--- src/rtl/mem_bus_responder.sv ---
// mem_bus_responder: wait-state memory responder with valid/ready request and held response
module mem_bus_responder #(
  parameter int ADDR_WIDTH  = 8,
  parameter int DATA_WIDTH  = 16,
  parameter int DEPTH       = 256,
  parameter int WAIT_STATES = 1,
  parameter int COUNT_WIDTH = 16,
  parameter     INIT_FILE   = ""
) (
  input  logic                   clock,
  input  logic                   reset,
  input  logic                   req_valid,
  output logic                   req_ready,
  input  logic                   req_write,
  input  logic [ADDR_WIDTH-1:0]  req_address,
  input  logic [DATA_WIDTH-1:0]  req_wdata,
  output logic                   rsp_valid,
  input  logic                   rsp_ready,
  output logic [DATA_WIDTH-1:0]  rsp_data,
  output logic                   rsp_error,
  output logic [COUNT_WIDTH-1:0] read_count,
  output logic [COUNT_WIDTH-1:0] write_count
);
  localparam int IW = $clog2(DEPTH);
  typedef enum logic [1:0] {IDLE, WAIT, RESPOND} state_t;
  state_t state;
  logic [DATA_WIDTH-1:0] mem [DEPTH];
  logic lat_write;
  logic [ADDR_WIDTH-1:0] lat_addr;
  logic [DATA_WIDTH-1:0] lat_wdata;
  logic [3:0] wcnt;
  logic accept, go, c_write, in_range;
  logic [ADDR_WIDTH-1:0] c_addr;
  logic [DATA_WIDTH-1:0] c_wdata;
  logic [IW-1:0] idx;
  assign req_ready = state == IDLE;
  always_comb begin
    accept   = req_ready && req_valid;
    go       = accept ? (WAIT_STATES == 0) : (state == WAIT && wcnt == 4'd0);
    c_write  = accept ? req_write : lat_write;
    c_addr   = accept ? req_address : lat_addr;
    c_wdata  = accept ? req_wdata : lat_wdata;
    in_range = 32'(c_addr) < 32'(DEPTH);
    idx      = c_addr[IW-1:0];
  end
  always_ff @(posedge clock or posedge reset) begin
    if (reset) begin
      state       <= IDLE;
      rsp_valid   <= 1'b0;
      rsp_data    <= '0;
      rsp_error   <= 1'b0;
      read_count  <= '0;
      write_count <= '0;
      wcnt        <= 4'd0;
      lat_write   <= 1'b0;
      lat_addr    <= '0;
      lat_wdata   <= '0;
    end else begin
      if (accept) begin
        lat_write <= req_write;
        lat_addr  <= req_address;
        lat_wdata <= req_wdata;
        wcnt      <= 4'(WAIT_STATES - 1);
        state     <= WAIT;
      end
      if (state == WAIT && wcnt != 4'd0) wcnt <= wcnt - 4'd1;
      if (go) begin
        state     <= RESPOND;
        rsp_valid <= 1'b1;
        rsp_error <= !in_range;
        rsp_data  <= !in_range ? '0 : c_write ? c_wdata : mem[idx];
        if (in_range && c_write) mem[idx] <= c_wdata;
        if (c_write && !(&write_count)) write_count <= write_count + 1'b1;
        if (!c_write && !(&read_count)) read_count <= read_count + 1'b1;
      end
      if (state == RESPOND && rsp_ready) begin
        state     <= IDLE;
        rsp_valid <= 1'b0;
      end
    end
  end
endmodule
--- config.mk ---
export PLATFORM = sky130hd
export DESIGN_NAME = mem_bus_responder
export DESIGN_NICKNAME = d
export VERILOG_FILES = /design/src/rtl/mem_bus_responder.sv
export SDC_FILE = /design/constraint.sdc
export NUM_CORES = 2
export LEC_CHECK = 0
export CORE_MARGIN = 4
export CORE_UTILIZATION = 23
export CTS_CLUSTER_DIAMETER = 60
export DETAILED_ROUTE_END_ITERATION = 8
export SLEW_MARGIN = 10
export SYNTH_ARGS = -nofsm -noshare
export SYNTH_HDL_FRONTEND = slang
export SYNTH_SLANG_ARGS = --single-unit
--- constraint.sdc ---
create_clock -name clock -period 5.86 [get_ports clock]
set_input_delay 1.172 -clock clock [delete_from_list [all_inputs] [get_ports clock]]
set_output_delay 1.172 -clock clock [all_outputs]
set_load 0.05 [all_outputs]
# After elaboration in Yosys (flattened, before gate mapping)
# Memory sizes are Yosys's and may differ from the RTL's.
# Cells that the tools add are included.
[word_totals]
regBits = 80
latchBits = 0
ramBits = 4096
mem_bits_ro = 0
input_bits = 29
output_inout_bits = 51
word_cells = 51
memories = 1
[memory_table]
columns = ["name", "words", "width", "rd", "rd_ports_with_merged_regs", "write_ports", "line", "text"]
rows = [
  ["mem", 256, 16, 1, 0, 1, "27", "logic [DATA_WIDTH-1:0] mem [DEPTH];"],
]
[op_classes]
n_addsub = 3
n_mul = 0
div = 0
n_lt_le_gt_ge = 0
n_eq_ne = 2
shifts = 0
n_mux = 15
bitwise = 0
reduce_logical = 21
[op_table]
columns = ["operator", "count"]
rows = [
  ["$add 16x1->16 const B", 2],
  ["$mux 16", 2],
  ["$reduce_and 16->1", 2],
  ["$mux 4", 2],
  ["$mux 8", 1],
  ["$logic_and 1x1->1", 7],
  ["$mux 1", 7],
  ["$mux 2", 3],
  ["$logic_not 1->1", 4],
  ["$logic_not 4->1", 1],
  ["$reduce_and 2->1", 2],
  ["$reduce_bool 2->1", 2],
  ["$reduce_bool 4->1", 1],
  ["$sub 4x1->4 const B", 1],
  ["$reduce_bool 3->1", 1],
  ["$eq 2x1->1 const B", 1],
  ["$eq 2x2->1 const B", 1],
  ["$logic_not 2->1", 1],
]

# Longest topological paths before layout
[depth]
ltp_word = 7
mapped_depth = 15
depth_no_buf = 10

# Least setup slack after synthesis
# OpenSTA, ideal clock, no wires.
[synth_path]
path_type = "input port to flip-flop"
start = "input port req_valid"
end = "memory mem[0][11] (data pin)"
setup_ns = 0.828
t_arrival_ns = 6.000
required_ns = 5.032
path_slack_ns = -0.968
path_stages = 9
path_buffers = 6
path_cell_list = "or3b_1 buf_6 buf_2 clkbuf_1 clkbuf_1 buf_1 clkbuf_1 nand2_1 nand2_1"
[synth_via]
elab_chain_cells = 2
[synth_rtl]
columns = ["element", "line", "text"]
rows = [
  ["start: declaration", "12", "input logic req_valid,"],
  ["$logic_and 1x1->1", "38", "accept = req_ready && req_valid;"],
  ["$mux 16", "n/a", ""],
  ["net c_wdata[11]", "34", "logic [DATA_WIDTH-1:0] c_wdata;"],
  ["end: declaration", "27", ""],
]
# The timed path passes the listed nets, and every way through them passes these cells.

# Worst setup path after layout
[layout_path]
start = "input port req_valid"
end = "register rsp_data[14]"
[layout_via]
elab_chain_cells = 4
word_cells_on_any_way = 7
cone_classes = "mux (5); reduce/logical (1); memory (1)"
[layout_rtl]
columns = ["element", "line", "text"]
rows = [
  ["$logic_and 1x1->1 (*)", "38", ""],
  ["$mux 8", "41", "c_addr = accept ? req_address : lat_addr;"],
  ["$mem_v2 256x16", "n/a", ""],
  ["$mux 16", "71", "rsp_data <= !in_range ? '0 : c_write ? c_wdata : mem[idx];"],
  ["end signal: assignment", "71", ""],
  ["end: declaration", "19", "output logic [DATA_WIDTH-1:0] rsp_data,"],
]
# Every way passes the cells marked *; elsewhere a longest branch is shown, timed or not.
# A chain may end at the register's enable or synchronous reset.

==> impl_metrics.toml <==
[outcome]
status = "complete, no violations"

[sta]
max_freq_mhz = 174
post-route-period-util = 0.982
max-slew-margin-rel = 0.105
finalCriticalPeriod_ns = 5.76
setup_slack_ns = 0.103
setup_viol = 0
report.final.slew_viol_count = 0
max_slew.worst_pin.slew_ns = 1.34
finClkSkew_ns = 0.0658
hold_viol_final = 0
holdWs_ns = 0.486
rsz0062_at_grt = "false"

[clock_network]
cts_sinks = 4176
cts_tree = "done"
numCtsBuffers = 413
postCtsSetupBuffers = 0
cts-root-buf = "clkbuf_16"
htree_num_levels = 5
cts.hold.buffers_added = 0
path_clk_slew_ns = 0.06
insertion_delay_ns = 1.00
cts_resized = 0
cts_buffer_depth = 4

[job]
cap_violations = 0

[synth]
synth_fa_ha_area_frac = 0.000230
ys_types = 81
synthMuxAreaShare = 0.0565
avgSynthCellArea_um2 = 15.3
synth_top_family_by_area = "simple AND/OR/NAND/NOR gates"
synth_ff_type = "edfxtp_1"
synth_edf_count = 4096
syn_inst = 10600
synth_seq_cells = 4176
yosysSeqAreaShare = 0.767
synth_async_sr_flop_share = 0.0192
syn_area_mm2 = 0.163
synth-simple-area-share = 0.114
synth-xor-area-share = 0.00167
synth_compound_area_frac = 0.0392
synth_nets = 10700
yosys_warnings = 0

[finish]
fin_util = 0.276
fillerInstances = 70600
layoutNonFillerInstCount = 21000
fin_area_mm2 = 0.194
mostFrequentLayoutCell = "edfxtp_1"
most-common-layout-cells = "edfxtp_1 (4096), nand2_1 (2543), nand3_1 (958)"
drive_above_1_share = 0.165
area_growth_pct = 19.2
final_nets = 11400

[routing]
drc = 0
ant_nets = 0
vias_per_cell = 4.77
drt_iter0_drc = 14100
drt_pre_antenna_iters = 7
routed_wl_mm = 520
wl_per_cell_um = 24.8
vias = 100000

[grt]
antenna_found_initial = 38
track_usage = 0.138
grt_pass1_wl_mm = 732
grt_max_degree = 168
grt_overflow = 0
first_global_vias = 94500

[setup_path]
cp_common_cell = "buf_4"
r2r-start = "state[0]"
critPathTopFamily = "buffers and inverters"
cp_max_fo = 35
slowest_stage = "o21ai_0"
rrSetupSlack_ns = 0.57
crit_arrival_ns = 6.61
critPathCaptureType = "flop"
startpoint = "req_valid"
start_kind = "input pin"
crit_cells = 15
max_stage_delay_ns = 1.04
worst-path-buf-inv = 6
r2r_cells = 14
worstPathRequired_ns = 6.71
r2r-end = "rsp_data[14]"
crit_type = "in -> reg"
crit_chain = "clkdlybuf4s50_1 > nor3b_2 > buf_4 > nand3b_1 > nand2_4 > buf_12 > buf_12 > buf_4 > nand3_1 > nand3_1 > o21ai_0 > o21ai_0 > buf_4 > nand4_1 > o21a_1"

[floorplanning]
die_h_um = 850
die-area_mm2 = 0.722
core_mm2 = 0.705
row_count = 308
start_util = 0.231
io_pins = 80
die_w_um = 850

[placed_design]
dpl_cell_area_mm2 = 0.181
portBuffers = 78
post-place-ws_ns = -0.743
dp_hpwl_mm = 327
placed_cells = 20200
place_congestion = 0.909

[pwr]
power-per-cell-area_mw_per_mm2 = 519
vdd_drop_max_uv = 556
cellLeakagePower_nw = 63.2

[worst_hold_path]
hold_path_depth = 1
hold_class = "reg -> reg"
min_from = "write_count[9]"
min_to = "write_count[9]"
-- metal layers --
| metal | wire length (um) | global-route usage | up-vias |
|---|---|---|---|
| met2 | 235000 | 0.213 | 5595 |
| met4 | 26100 | 0.0594 | 18 |
| met3 | 55800 | 0.0339 | 1013 |
| met1 | 203000 | 0.184 | 51400 |
| li1 | - | - | 42000 |
| met5 | 145 | 0 | - |
-- Yosys cell counts, types with 8 or more instances --
cell type | instances | area, um2
nand2b_1 | 11 | 68.8
a222oi_1 | 15 | 150
a221oi_1 | 31 | 272
nor4_1 | 11 | 68.8
buf_6 | 27 | 304
mux4_2 | 303 | 6820
inv_1 | 26 | 97.6
a22oi_1 | 133 | 998
a2111oi_0 | 12 | 105
and2_1 | 8 | 50.1
buf_2 | 146 | 731
nand3_1 | 958 | 4790
nand2_1 | 2573 | 9660
a32oi_1 | 92 | 806
a21oi_1 | 97 | 485
mux2i_1 | 205 | 2050
nor2_1 | 357 | 1340
a211oi_1 | 34 | 255
clkbuf_1 | 296 | 1110
buf_1 | 114 | 428
edfxtp_1 | 4096 | 123000
dfrtp_1 | 80 | 2000
o211ai_1 | 11 | 82.6
a31oi_1 | 234 | 1460
buf_4 | 75 | 563
mux4_1 | 9 | 236
nor2b_1 | 11 | 68.8
a22o_1 | 14 | 123
o21ai_0 | 45 | 225
a311oi_1 | 64 | 561
xnor2_1 | 15 | 131
xor2_1 | 16 | 140
o2111ai_1 | 34 | 298
and3_1 | 119 | 744
nor3_1 | 22 | 110
a41oi_1 | 27 | 236
nand4_1 | 215 | 1350
-- stage by stage --
step | total power (W) | setup TNS, ns
floorplan | 0.0585 | -1575.16
global placement | 0.0741 | -12.04
detailed placement | 0.0745 | -13.18
CTS | 0.101 | 0
global route | 0.104 | 0
finish | 0.101 | 0
-- cell type report --
class	count	area (um2)	share of cell area
sequential	4176	125000	0.643
tap	9300	11600	0.0599
multi-input combinational	5768	35200	0.181
inverter	31	141	0.000728
antenna	25	62.6	0.000322
clock inverter	266	2570	0.0132
timing repair buffer	934	8930	0.0460
clock buffer	499	10800	0.0556
-- worst register-to-register path: cells and delay by family (launching register included) --
family	cells	cell delay, ns
and+or+nand+nor	6	1.49
DFF	1	0.67
buffers and inverters	5	1.55
AOI/OAI and AO/OA	3	1.45
-- registers in the layout, summed over array words and instances, names as in the netlist --
signal,flops
mem,4096
read_count,16
lat_addr,8
wcnt,4
lat_wdata,16
rsp_data,16
state,2
write_count,16
rsp_valid,1
lat_write,1
-- kinds of logic (layout without fill, tap and decap cells) --
logic type | after synthesis | in the layout
flops | 4176 | 4176
fa+ha+maj | 3 | 3
buf+inv | 699 | 1730
other cells | 1 | 26
mux | 525 | 525
compound gates | 880 | 880
xor+xnor | 31 | 31
simple gates | 4328 | 4328
-- where the power goes --
part	switching, W	total, W	internal (W)
sequential	0.000366	0.0383	0.0380
clock	0.0115	0.0264	0.0149
combinational	0.0260	0.0361	0.0101
total	0.0379	0.101	0.0629
-- worst max-delay path by stage --
| stage | end | slack [ns] |
|---|---|---|
| floorplan | rsp_data[2] | -0.94 |
| global placement | rsp_data[12] | -1.22 |
| detailed placement | rsp_data[3] | -0.74 |
| CTS | rsp_data[3] | 0.30 |
| global route | rsp_data[1] | 0.14 |
| finish | rsp_data[14] | 0.10 |
(Power assumes the default switching activity.)
